--- config.mk ---
export PLATFORM = sky130hd
export DESIGN_NAME = pa_f_spsram_acc_ctrl
export DESIGN_NICKNAME = d
export VERILOG_FILES = /design/src/rtl/pa_f_spsram_acc_ctrl.sv
export SDC_FILE = /design/constraint.sdc
export NUM_CORES = 1
export LEC_CHECK = 0
export ABC_AREA = 1
export BUFFER_PORTS_ARGS = -buffer_cell sky130_fd_sc_hd__buf_2
export CORE_AREA = 2 2 114 116
export CTS_CLUSTER_SIZE = 25
export DETAILED_ROUTE_END_ITERATION = 8
export DIE_AREA = 0 0 116 118
export SYNTH_ARGS = -nofsm -noshare
export SYNTH_HDL_FRONTEND = slang
export SYNTH_SLANG_ARGS = --single-unit
--- constraint.sdc ---
create_clock -name CLK -period 1.4 [get_ports CLK]
set_input_delay 0.21 -clock CLK [delete_from_list [all_inputs] [get_ports CLK]]
set_output_delay 0.21 -clock CLK [all_outputs]
set_load 0.01 [all_outputs]
--- src/rtl/pa_f_spsram_acc_ctrl.sv ---
// Access controller for a single-port SRAM: clears the array after reset or clr, then converts a
// valid/ready request stream into SRAM pin activity and returns read data on a valid/ready channel.
module pa_f_spsram_acc_ctrl #(
  parameter int                    ADDR_WIDTH = 6,
  parameter int                    DATA_WIDTH = 45,
  parameter logic [DATA_WIDTH-1:0] INIT_VAL   = '0
) (
  input  logic                  CLK,
  input  logic                  RST,
  input  logic                  clr,
  output logic                  init_done,
  input  logic                  req_vld,
  output logic                  req_rdy,
  input  logic                  req_wr,
  input  logic [ADDR_WIDTH-1:0] req_addr,
  input  logic [DATA_WIDTH-1:0] req_wdata,
  input  logic [DATA_WIDTH-1:0] req_wmask,
  output logic                  rsp_vld,
  input  logic                  rsp_rdy,
  output logic [DATA_WIDTH-1:0] rsp_rdata,
  output logic [ADDR_WIDTH-1:0] A,
  output logic                  CEN,
  output logic                  GWEN,
  output logic [DATA_WIDTH-1:0] WEN,
  output logic [DATA_WIDTH-1:0] D,
  input  logic [DATA_WIDTH-1:0] Q
);

  localparam int                  DEPTH     = 2 ** ADDR_WIDTH;
  localparam logic [ADDR_WIDTH:0] LAST_ADDR = (ADDR_WIDTH + 1)'(DEPTH - 1);

  typedef enum logic {
    S_INIT,
    S_IDLE
  } state_t;

  state_t              state;
  logic [ADDR_WIDTH:0] init_cnt;   // one spare bit so the sweep never wraps back onto entry 0
  logic                rd_pend;
  logic                req_hs;
  logic                rd_hs;

  // NOTE: every output of an always_comb gets a default first, so no path can infer a latch.
  always_comb begin
    req_rdy = 1'b0;
    if (!RST && state == S_IDLE && !clr)
      req_rdy = req_wr | (!rd_pend & (!rsp_vld | rsp_rdy));
  end

  assign req_hs = req_vld & req_rdy;
  assign rd_hs  = req_hs & ~req_wr;

  // SRAM pins follow the accepted request in the handshake cycle; the sweep owns them during INIT.
  always_comb begin
    CEN  = 1'b1;
    GWEN = 1'b1;
    WEN  = '1;
    A    = req_addr;
    D    = req_wdata;
    if (!RST) begin
      if (state == S_INIT) begin
        CEN  = 1'b0;
        GWEN = 1'b0;
        WEN  = '0;
        A    = init_cnt[ADDR_WIDTH-1:0];
        D    = INIT_VAL;
      end else if (req_hs) begin
        CEN  = 1'b0;
        GWEN = ~req_wr;
        WEN  = req_wr ? ~req_wmask : '1;
      end
    end
  end

  // NOTE: sequential state uses non-blocking assignments so every register samples pre-edge values.
  always_ff @(posedge CLK) begin
    if (RST) begin
      state     <= S_INIT;
      init_cnt  <= '0;
      init_done <= 1'b0;
      rd_pend   <= 1'b0;
      rsp_vld   <= 1'b0;
      rsp_rdata <= '0;
    end else begin
      rd_pend <= rd_hs;

      // Q is valid the cycle after the read access; hold it until the consumer takes it.
      if (rd_pend) begin
        rsp_vld   <= 1'b1;
        rsp_rdata <= Q;
      end else if (rsp_rdy) begin
        rsp_vld <= 1'b0;
      end

      case (state)
        S_INIT: begin
          init_cnt <= init_cnt + 1'b1;
          if (init_cnt == LAST_ADDR) begin
            state     <= S_IDLE;
            init_done <= 1'b1;
          end
        end
        S_IDLE: begin
          if (clr && !rd_pend && !rsp_vld) begin
            state     <= S_INIT;
            init_cnt  <= '0;
            init_done <= 1'b0;
          end
        end
        default: state <= S_INIT;
      endcase
    end
  end

endmodule

After elaboration in Yosys (flattened, before gate mapping)
Cells that the tools add are included.
- flip-flop bits (word level): 56
- latch bits: 0
- memory bits (writable): 0
- bits in read-only memories: 0
- bits of input ports: 147
- output and inout bits: 146
- logic and storage cells: 53
- memories: 0
- add/subtract/negate cells: 1
- multiply operators: 0
- div/mod/pow operators: 0
- $lt $le $gt $ge: 0
- equality and inequality tests: 3
- shift-type cells: 0
- multiplexer cells: 25
- bitwise gates (word level): 8
- reduce and logical (&&, ||, !) cells: 10
- operators by type and width (operator ; number):
    $mux 45 ; 6
    $not 45->45 ; 1
    $pmux 7 s2 ; 1
    $mux 1 ; 13
    $mux 6 ; 2
    $add 7x1->7 const B ; 1
    $eq 7x6->1 const B ; 1
    $mux 7 ; 1
    $logic_and 1x1->1 ; 4
    $logic_not 1->1 ; 4
    $ne 2x1->1 const B ; 2
    $pmux 1 s2 ; 2
    $and 1x1->1 ; 3
    $not 1->1 ; 2
    $or 1x1->1 ; 2
    $reduce_and 2->1 ; 1
    $reduce_bool 2->1 ; 1

Longest topological paths before layout
Gate-level depths: netlist (run 1).
- depth after elaboration: 9
- mapped depth: 9
- gate-level depth less buffers: 6

Worst setup path before layout (run 1)
No wires, ideal clock.
- kind: register to output
- from: register state
- to: output port WEN[25]
- arrival: 1180 ps
- data required time: 1190 ps
- setup slack: 10 ps
- stages on the path, launching flop included: 4
- path buffers: 1
- path through: dfxtp_1 nand2_1 buf_1 nand3_1
- word-level cells in the longest chain between the ends: 7
- ends and longest elaborated chain (what ; line ; source):
    start: declaration ; 37 ; state_t state;
    start signal: assignment ; 78 ; state <= S_INIT;
    start signal: assignment ; 99 ; state <= S_IDLE;
    start signal: assignment ; 105 ; state <= S_INIT;
    $logic_and 1x1->1 (2 in a row) ; 46 ; if (!RST && state == S_IDLE && !clr)
    $mux 1 ; 46 ;
    $and 1x1->1 ; 50 ; assign req_hs = req_vld & req_rdy;
    $mux 45 ; 67 ; end else if (req_hs) begin
    $mux 45 * ; 61 ; if (state == S_INIT) begin
    $mux 45 * ; 60 ; if (!RST) begin
    end: declaration ; 24 ; output logic [DATA_WIDTH-1:0] WEN,
Mark *: on every way between the ends. The rest lies on a longest branch, timed or not.

Final worst setup path (run 1)
- from: register state
- to: output port WEN[6]
The elaborated chain is that of the path after synthesis.

==> flow_metrics.env, run 1 <==
export IMPL_status="finished, violations left"
export IMPL_violations="setup timing"
export IMPL_endpoint_kind="output port"
export IMPL_hold_end="rsp_rdata[14]$_SDFFE_PP0P_"
export IMPL_min_period_ns=1.76
export IMPL_maxSlewHeadroom=0.725
export IMPL_final_nets=938
export IMPL_post_drt_wl_per_cell_um=13.0
export IMPL_io_buffers=292
export IMPL_cts_sinks=56
export IMPL_swShare=0.274
export IMPL_final_cell_area_um2=5520
export IMPL_drt_initial_drc_count=119
export IMPL_io_pins=293
export IMPL_ir_drop_mv=0.660
export IMPL_fin_crit_sh=1.26
export IMPL_via_per_inst=4.17
export IMPL_synthAdderAreaFrac=0.00403
export IMPL_dp_slack_ns=-0.111
export IMPL_maxCapViolations=0
export IMPL_pwr_share_clk=0.355
export IMPL_synth_compound_area_share=0.0983
export IMPL_worst_slack_ns=-0.362
export IMPL_synth_top_family_by_area="simple AND/OR/NAND/NOR gates"
export IMPL_timing_setup_critical_path_class="reg2out"
export IMPL_worstRegToRegCells=9
export IMPL_place_area_um2=4900
export IMPL_worst_pin_slew_ns=0.413
export IMPL_finalSetupViolCount=99
export IMPL_p_total_mw=3.74
export IMPL_antenna_found_initial=2
export IMPL_rsz0062_at_grt="true"
export IMPL_yosys_warnings=0
export IMPL_gp_congestion=0.761
export IMPL_ys_ff_latch=56
export IMPL_coreArea_um2=12400
export IMPL_ctsLongestPathBuffers=2
export IMPL_grt_max_degree=47
export IMPL_synth_distinct_cells=22
export IMPL_clk_pin_slew_ns=0.08
export IMPL_syn_area_um2=3100
export IMPL_p_int_mw=2.71
export IMPL_slew_violations=0
export IMPL_whs_ns=0.130
export IMPL_syn_inst=485
export IMPL_holdBufCountCts=0
export IMPL_fp_dieArea_um2=13700
export IMPL_synth_area_mux_share=0
export IMPL_syn_to_final_growth_pct=77.8
export IMPL_synth_area_per_cell_um2=6.40
export IMPL_r2r_end="init_cnt[5]$_SDFFE_PP0P_"
export IMPL_reg2reg_slack_ns=0.12
export IMPL_power_density_nw_per_um2=677
export IMPL_totalWireLength_mm=12.5
export IMPL_row_count=41
export IMPL_leakage_nw=3.21
export IMPL_finClkSkew_ns=0.00542
export IMPL_worstPathArrival_ns=1.55
export IMPL_critPathLaunchType="flip-flop"
export IMPL_seq_power_share=0.430
export IMPL_cts_tree="yes"
export IMPL_p_sw_mw=1.03
export IMPL_start_util=0.250
export IMPL_fmax_mhz=567
export IMPL_clock_latency_ns=0.30
export IMPL_drc_errors=0
export IMPL_drive_above_1_share=0.515
export IMPL_cts_root_buf="clkbuf_16"
export IMPL_yosys_area_share_xor_xnor=0
export IMPL_hold_class="in2reg"
export IMPL_dieWidth_um=116
export IMPL_reg2reg_from="rd_pend$_SDFF_PP0_"
export IMPL_first_pass_iters=4
export IMPL_worstHoldStart="Q[14]"
export IMPL_grt_use_total=0.164
export IMPL_required_ns=1.19
export IMPL_grt_pass1_wl_mm=18.1
export IMPL_numCtsBuffers=5
export IMPL_grt_pass1_vias=3577
export IMPL_ant_nets=0
export IMPL_die_h_um=118
export IMPL_hold_path_cell_count=3
export IMPL_synth_net_count=633
export IMPL_yosys_area_share_simple=0.408
export IMPL_combPwrFrac=0.215
export IMPL_timing_final_hold_violations=0
export IMPL_grt_overflow=0
export IMPL_dp_hpwl_mm=9.29
export IMPL_yosysSeqAreaShare=0.361
export IMPL_vias=4020
export IMPL_cts_max_level=2
export IMPL_path_max_fanout=6
## cell usage after synthesis
library cell  count  share of area
buf_6             4          0.015
nand4_1           3         0.0060
nand3_2          10          0.032
nand3_1          43          0.069
nor3_1            2         0.0032
or2_2            29          0.058
nand2_1          25          0.030
nand2_2           1         0.0020
or2_0            15          0.030
o21ai_0          53          0.085
inv_1            58          0.070
buf_1             4         0.0048
and2_1            1         0.0020
nor2_1          141           0.17
or2_1             1         0.0020
and3_1            1         0.0020
inv_2             3         0.0036
buf_2             9          0.015
clkbuf_1         17          0.021
a21oi_1           8          0.013
dfxtp_1          56           0.36
ha_1              1         0.0040
## final cells by class
type	count	area, um2
clock buffers	5	125
flip-flops and latches	56	1120
diodes	1	2.50
fillers	1288	6890
inverters	61	231
multi-input cells	334	1710
clock inverters	3	27.5
repair buffers	332	2090
well taps	172	215
## power groups by stage
stage / registers (mW) / logic (mW) / clock network, mW
finish: 1.61 / 0.803 / 1.33
floorplan: 1.64 / 0.269 / 0
detailed placement: 1.64 / 0.685 / 0
CTS: 1.61 / 0.748 / 1.38
global placement: 1.64 / 0.676 / 0
global route: 1.61 / 0.879 / 1.44
## layer usage
metal / share of wire / global-route usage / routed length, um
met5: 0 / 0 / 0
met2: 0.48 / 0.281 / 6040
met4: 0.014 / 0.0372 / 178
met3: 0.092 / 0.0499 / 1150
met1: 0.41 / 0.199 / 5140
## worst max-delay path, cell delays in order, from the launching register on
cell,delay [ns]
dfxtp_2,0.34
inv_2,0.05
nor3_4,0.16
nand3_4,0.13
nand2_8,0.11
buf_12,0.12
clkbuf_16,0.14
nand3_1,0.06
buf_2,0.14
## worst max path at each step
stage	start	slack, ns	end
3_3_place_gp	RST	-0.02	WEN[8]
4_1_cts	rd_pend$_SDFF_PP0_	-0.36	WEN[6]
5_1_grt	state$_SDFF_PP0_	-0.45	WEN[3]
6_report	state$_SDFF_PP0_	-0.36	WEN[6]
2_1_floorplan	state$_SDFF_PP0_	0.01	WEN[25]
3_5_place_dp	state$_SDFF_PP0_	-0.11	WEN[6]
## cell families after synthesis
family                   Yosys count
buffers and inverters             95
AO/OA/AOI/OAI                     61
adder cells (fa/ha/maj)            1
flip-flops                        56
AND/OR/NAND/NOR                  272
## through the flow
stage,instances,TNS [ns],util
finish,964,-27.22,0.445
global route,963,-35.52,0.444
CTS,957,-28.10,0.423
detailed placement,940,-3.90,0.394
global placement,940,-0.329,0.394
floorplan,485,0,-
## state kept, by name, indices dropped and copies added, names as in the netlist
register,flops
rsp_rdata,45
init_cnt,7
init_done,1
rd_pend,1
rsp_vld,1
state,1
## timing repair
item / 4_1_cts / 5_1_grt
pin swaps: 5 / 3
buffers inserted: 7 / 8
endpoints found under the setup margin: 100 / 104
cloned: 2 / 4
gates resized for setup: 25 / 37
## cell usage in the layout (no fill, tap or decap), drive strengths merged
master / n
nor2: 141
clkinvlp: 1
diode: 1
nand2: 26
clkbuf: 9
nand3: 53
o21ai: 53
a21oi: 8
clkinv: 1
ha: 1
and2: 1
or2: 45
inv: 62
nand4: 3
dfxtp: 56
buf: 328
nor3: 2
and3: 1
No activity file was read; power rests on OpenSTA's default activity.
==> run 2: changes to the inputs <==
Settings changed: BUFFER_PORTS_ARGS -buffer_cell sky130_fd_sc_hd__buf_2 to -buffer_cell sky130_fd_sc_hd__buf_4.
==> run 2 against run 1 <==
Against the previous run: the flow still finishes with violations (setup timing); clock-buffer cell count is 1 higher; clock skew is 0.00077 ns higher; non-clock buffer count is 5 lower; register-to-register slack hardly changed; clock power is 6% lower; sequential power hardly changed; utilization is 6.0 points higher; global-route usage is 2.4 points higher; cell area is 14% higher; largest cell class unchanged.
==> flow_metrics.env, run 2 (synthesis results as in run 1) <==
export IMPL_gp_congestion=0.800
export IMPL_timing_final_hold_violations=0
export IMPL_critPathMostFrequentCell="buf_4"
export IMPL_drc_errors=0
export IMPL_tns_ns=-27.16
export IMPL_fin_crit_sh=1.24
export IMPL_dieWidth_um=116
export IMPL_clk_pin_slew_ns=0.07
export IMPL_io_pins=293
export IMPL_cts_tree="yes"
export IMPL_p_int_mw=2.91
export IMPL_clock_latency_ns=0.29
export IMPL_crit_path_top_delay_cell="dfxtp_2"
export IMPL_first_pass_iters=4
export IMPL_vias=4160
export IMPL_whs_ns=0.134
export IMPL_finalSetupViolCount=98
export IMPL_power_density_nw_per_um2=621
export IMPL_fmax_mhz=578
export IMPL_io_buffers=292
export IMPL_critPathTopFamily="buffers and inverters"
export IMPL_top_regs="rsp_rdata (45), init_cnt (7)"
export IMPL_dp_hpwl_mm=10.3
export IMPL_ir_drop_mv=0.789
export IMPL_regMostFlops="rsp_rdata"
export IMPL_p_sw_mw=0.986
export IMPL_start_util=0.250
export IMPL_cts_root_buf="clkbuf_16"
export IMPL_grt_overflow=0
export IMPL_final_common_cell="buf_4"
export IMPL_min_period_ns=1.73
export IMPL_cts_sinks=56
export IMPL_grt_max_degree=46
export IMPL_grt_pass1_wl_mm=20.6
export IMPL_worst_pin_slew_ns=0.487
export IMPL_die_h_um=118
export IMPL_worstPathArrival_ns=1.52
export IMPL_finClkSkew_ns=0.00619
export IMPL_seq_power_share=0.413
export IMPL_holdBufCountCts=0
export IMPL_grt_pass1_vias=4030
export IMPL_post_drt_wl_per_cell_um=14.2
export IMPL_cts_max_level=2
export IMPL_dp_cells=940
export IMPL_via_per_inst=4.34
export IMPL_fp_dieArea_um2=13700
export IMPL_worst_path_buf_inv=5
export IMPL_maxCapViolations=0
export IMPL_worstPathCellList="buf_4 -> nor2_4 -> buf_12 -> buf_6 -> buf_16 -> nor2_1 -> buf_4"
export IMPL_final_cell_count_no_fill=958
export IMPL_critPathMaxStageDelay_ns=0.33
export IMPL_final_cell_mix="buf_4, nor2_1, inv_1"
export IMPL_swShare=0.253
export IMPL_combPwrFrac=0.267
export IMPL_p_total_mw=3.89
export IMPL_rsz0062_at_grt="true"
export IMPL_drive_above_1_share=0.505
export IMPL_antennaDiodeCount=0
export IMPL_required_ns=1.19
export IMPL_numCtsBuffers=5
export IMPL_pwr_share_clk=0.320
export IMPL_largest_reg_flops=45
export IMPL_ctsLongestPathBuffers=2
export IMPL_ant_nets=0
export IMPL_violations="setup timing"
export IMPL_syn_to_final_growth_pct=102
export IMPL_row_count=41
export IMPL_totalWireLength_mm=13.6
export IMPL_worst_slack_ns=-0.330
export IMPL_status="finished, violations left"
export IMPL_maxSlewHeadroom=0.676
export IMPL_slew_violations=0
export IMPL_final_nets=933
export IMPL_leakage_nw=3.39
export IMPL_coreArea_um2=12400
export IMPL_drt_initial_drc_count=163
export IMPL_timing_setup_critical_path_class="reg2out"
export IMPL_critPathLaunchType="flip-flop"
export IMPL_endpoint_kind="output port"
export IMPL_grt_use_total=0.187
export IMPL_hold_class="in2reg"
export IMPL_antenna_found_initial=0
export IMPL_path_max_fanout=7
-- run 2: cell types whose count changed in the layout (fill, tap and decap cells not counted), sizes merged --
cell,before,now
clkbuf,9,8
buf,328,325
diode,1,0
clkinvlp,1,0
-- run 2: worst reg2reg max path, stage by stage, from the launching register on --
cell,delay (ns)
dfxtp_2,0.33
inv_2,0.07
buf_4,0.14
buf_12,0.16
nand3_1,0.11
nor2_1,0.14
nand3_2,0.10
a21oi_1,0.15
-- run 2: metrics by stage --
step                worst slack, ns  cell area (um2)  utilization
floorplan                    0.0104             3100            -
global placement            -0.0617             5640        0.454
detailed placement           -0.119             5640        0.454
CTS                          -0.350             6140        0.494
global route                 -0.418             6270        0.505
finish                       -0.330             6270        0.505
-- run 2: cell type report --
| cell class | instances | area, um2 |
|---|---|---|
| fill | 1244 | 6140 |
| clock inverter | 2 | 13.8 |
| timing repair buffer | 327 | 2860 |
| multi-input combinational | 334 | 1700 |
| inverter | 61 | 231 |
| clock buffer | 6 | 129 |
| sequential | 56 | 1120 |
| tap | 172 | 215 |
-- run 2: what timing repair did --
action                     CTS  global route
resized for setup           57            23
setup buffers                4             0
pin swaps                    5             3
gates cloned                 4             2
setup endpoints to repair   99           103
-- run 2: path summary, 6_finish.rpt --
path / start / end / depth (start not counted) / slack, ns
min reg2reg: init_done$_SDFFE_PP0P_ / init_done$_SDFFE_PP0P_ / 2 / 0.47
min: Q[13] / rsp_rdata[13]$_SDFFE_PP0P_ / 3 / 0.13
max reg2reg: state$_SDFF_PP0_ / init_cnt[6]$_SDFFE_PP0P_ / 7 / 0.12
max: state$_SDFF_PP0_ / D[27] / 7 / -0.33
-- run 2: metal layers --
| metal | vias to the layer above | global-route usage | part of all wire |
|---|---|---|---|
| met4 | 0 | 0.0290 | 0.0087 |
| met2 | 172 | 0.360 | 0.53 |
| met1 | 1886 | 0.206 | 0.38 |
| met3 | 10 | 0.0494 | 0.080 |
| li1 | 2092 | - | - |
| met5 | - | 0 | 0 |
-- run 2: power by group through the flow --
stage | logic, mW | clock network (mW) | registers (mW)
2_1_floorplan | 0.269 | 0 | 1.64
3_3_place_gp | 0.880 | 0 | 1.64
3_5_place_dp | 0.891 | 0 | 1.65
4_1_cts | 1.01 | 1.30 | 1.61
5_1_grt | 1.11 | 1.38 | 1.61
6_report | 1.04 | 1.25 | 1.61
==> run 3: changes to the inputs <==
Settings changed: ABC_AREA 1 to unset, GPL_TIMING_DRIVEN set to 0.
==> run 3 against run 2 <==
Against the previous run: the flow still finishes with violations (setup timing); cell area is essentially flat; combinational power grew 7%; synthesized cell count shrank 36%; register-to-register slack lost 0.30 ns; final cell count shrank 16%; via count shrank 15%; first-iteration DRC count shrank 56%; clock power grew 18%; utilization is essentially flat; die area is the same; non-clock buffer count grew 15; clock-buffer cell count shrank 1.
==> flow_metrics.env, run 3 <==
export IMPL_grt_max_degree=19
export IMPL_final_cell_mix="buf_4, dfxtp_1, buf_6"
export IMPL_required_ns=1.19
export IMPL_synth_top_area_share=0.410
export IMPL_via_per_inst=4.36
export IMPL_worstPathCellList="nor2_4 -> buf_6 -> mux2_4 -> buf_6"
export IMPL_hold_end="rsp_rdata[29]$_SDFFE_PP0P_"
export IMPL_min_period_ns=1.67
export IMPL_cts_tree="yes"
export IMPL_crit_path_top_delay_cell="dfxtp_4"
export IMPL_row_count=41
export IMPL_gp_congestion=0.895
export IMPL_status="finished, violations left"
export IMPL_slew_violations=0
export IMPL_drc_errors=0
export IMPL_totalWireLength_mm=12.7
export IMPL_p_int_mw=3.15
export IMPL_dp_hpwl_mm=9.90
export IMPL_synth_compound_area_share=0.118
export IMPL_async_flop_share=0
export IMPL_ir_drop_mv=0.438
export IMPL_reg2reg_from="state$_SDFF_PP0_"
export IMPL_fp_dieArea_um2=13700
export IMPL_grt_pass1_wl_mm=18.1
export IMPL_post_drt_wl_per_cell_um=15.8
export IMPL_final_common_cell="buf_4"
export IMPL_seq_power_share=0.384
export IMPL_ys_flop_type="dfxtp_1"
export IMPL_hold_class="in2reg"
export IMPL_syn_to_final_growth_pct=129
export IMPL_synth_top_cell_by_area="dfxtp_1"
export IMPL_yosys_warnings=0
export IMPL_grt_use_total=0.167
export IMPL_start_util=0.220
export IMPL_yosys_area_share_simple=0.224
export IMPL_clk_pin_slew_ns=0.08
export IMPL_reg2reg_slack_ns=-0.18
export IMPL_vias=3520
export IMPL_path_max_fanout=5
export IMPL_io_buffers=292
export IMPL_worstHoldStart="Q[29]"
export IMPL_synth_area_per_cell_um2=8.79
export IMPL_critPathMaxStageDelay_ns=0.38
export IMPL_syn_inst=311
export IMPL_finClkSkew_ns=0.00492
export IMPL_finalSetupViolCount=104
export IMPL_final_nets=782
export IMPL_yosysSeqAreaShare=0.410
export IMPL_numCtsBuffers=5
export IMPL_cts_sinks=56
export IMPL_drt_initial_drc_count=72
export IMPL_worstRegToRegCells=7
export IMPL_synth_net_count=459
export IMPL_top_regs="rsp_rdata (45), init_cnt (7)"
export IMPL_critPathMostFrequentCell="buf_6"
export IMPL_syn_area_um2=2740
export IMPL_rsz0062_at_grt="true"
export IMPL_holdBufCountCts=0
export IMPL_dieWidth_um=116
export IMPL_violations="setup timing"
export IMPL_synth_edf_count=0
export IMPL_fin_crit_sh=1.19
export IMPL_synth_distinct_cells=36
export IMPL_synth_area_leaders="dfxtp_1, mux2i_1, nor2b_1, o21ai_1, nor2_1"
export IMPL_timing_setup_critical_path_class="reg2out"
export IMPL_antennaDiodeCount=0
export IMPL_ys_top_cells_by_count="dfxtp_1, nor2_1, nor2b_1"
export IMPL_coreArea_um2=12400
export IMPL_antenna_found_initial=0
export IMPL_worstPathArrival_ns=1.46
export IMPL_critPathLaunchType="flip-flop"
export IMPL_grt_overflow=0
export IMPL_leakage_nw=2.93
export IMPL_yosys_area_share_xor_xnor=0.00320
export IMPL_maxCapViolations=0
export IMPL_synth_most_common_cell="dfxtp_1"
export IMPL_endpoint_kind="output port"
export IMPL_maxSlewHeadroom=0.653
export IMPL_synthAdderAreaFrac=0.00457
export IMPL_first_pass_iters=4
export IMPL_die_h_um=118
export IMPL_whs_ns=0.147
export IMPL_swShare=0.248
export IMPL_clock_latency_ns=0.29
export IMPL_worst_pin_slew_ns=0.520
export IMPL_synth_top_family_by_area="simple AND/OR/NAND/NOR gates"
export IMPL_combPwrFrac=0.266
export IMPL_regMostFlops="rsp_rdata"
export IMPL_ys_ff_latch=56
export IMPL_io_pins=293
export IMPL_largest_reg_flops=45
export IMPL_cts_max_level=2
export IMPL_cts_root_buf="clkbuf_16"
export IMPL_dp_slack_ns=-0.334
export IMPL_r2r_end="state$_SDFF_PP0_"
export IMPL_timing_final_hold_violations=0
export IMPL_synth_area_mux_share=0.189
export IMPL_hold_path_cell_count=3
export IMPL_pwr_share_clk=0.350
export IMPL_p_sw_mw=1.04
export IMPL_worst_slack_ns=-0.273
export IMPL_ctsLongestPathBuffers=2
export IMPL_grt_pass1_vias=3460
export IMPL_power_density_nw_per_um2=667
export IMPL_ant_nets=0
export IMPL_drive_above_1_share=0.677
export IMPL_fmax_mhz=598
-- run 3: cell types whose count changed after synthesis, moves of 45 or more --
cell     change
inv_1       -57
mux2i_1     +45
nor2_1      -93
nor2b_1     +46
o21ai_0     -53
o21ai_1     +45
-- run 3: final cells by class --
| class | instances | area [um2] |
|---|---|---|
| buffer | 25 | 280 |
| clock buffer | 5 | 125 |
| clock inverter | 3 | 46.3 |
| fill | 1182 | 6140 |
| inverter | 3 | 11.3 |
| multi-input combinational | 226 | 1860 |
| sequential | 56 | 1130 |
| tap | 172 | 215 |
| timing repair buffer | 317 | 2610 |
-- run 3: cells by family (layout without fill, tap and decap cells) --
group,after synthesis,count (layout)
compound gates,57,57
xor+xnor,1,1
fa+ha+maj,1,1
buf+inv,29,353
flops,56,56
mux,51,51
simple gates,116,116
-- run 3: power by group through the flow --
stage          logic (mW)  clock network (mW)  registers [mW]
6_report             1.11                1.47            1.61
5_1_grt              1.19                1.58            1.61
4_1_cts              1.01                1.51            1.61
3_5_place_dp        0.861                   0            1.65
3_3_place_gp        0.853                   0            1.65
2_1_floorplan       0.268                   0            1.64
-- run 3: routing by layer --
layer / vias up / wire length, um / track usage / share of wire
li1: 1704 / - / - / -
met1: 1642 / 4590 / 0.176 / 0.36
met2: 152 / 6710 / 0.311 / 0.53
met3: 22 / 1100 / 0.0536 / 0.086
met4: 0 / 344 / 0.0499 / 0.027
met5: - / 0 / 0 / 0
-- run 3: what timing repair did --
item | CTS | global route
gates cloned | 4 | 3
gates resized for setup | 118 | 70
setup buffers | 16 | 3
endpoints found under the hold margin | 0 | 0
setup endpoints to repair | 113 | 104
pin swaps | 8 | 3
-- run 3: worst max-delay path by stage --
stage | start | endpoint | slack, ns | cells past startpoint
6_report | state$_SDFF_PP0_ | A[3] | -0.27 | 4
5_1_grt | state$_SDFF_PP0_ | A[2] | -0.32 | 4
4_1_cts | state$_SDFF_PP0_ | A[3] | -0.34 | 5
3_5_place_dp | state$_SDFF_PP0_ | CEN | -0.33 | 5
3_3_place_gp | state$_SDFF_PP0_ | D[34] | -0.29 | 5
2_1_floorplan | state$_SDFF_PP0_ | A[1] | 0.05 | 4
-- run 3: through the flow --
| step | setup TNS [ns] | util | instance area [um2] | cells | power [mW] |
|---|---|---|---|---|---|
| after floorplan | 0 | - | 2740 | 311 | 1.91 |
| after global placement | -14.48 | 0.415 | 5150 | 775 | 2.50 |
| after detailed placement | -17.53 | 0.415 | 5150 | 775 | 2.51 |
| after CTS | -23.21 | 0.477 | 5920 | 803 | 4.13 |
| after global routing | -23.81 | 0.506 | 6280 | 807 | 4.38 |
| final | -18.14 | 0.506 | 6280 | 807 | 4.19 |
-- run 3: worst max-delay path: cells and delay by family (launching register included) --
kind	cells	cell delay [ns]
buffers and inverters	2	0.29
DFF	1	0.38
muxes	1	0.30
and+or+nand+nor	1	0.20
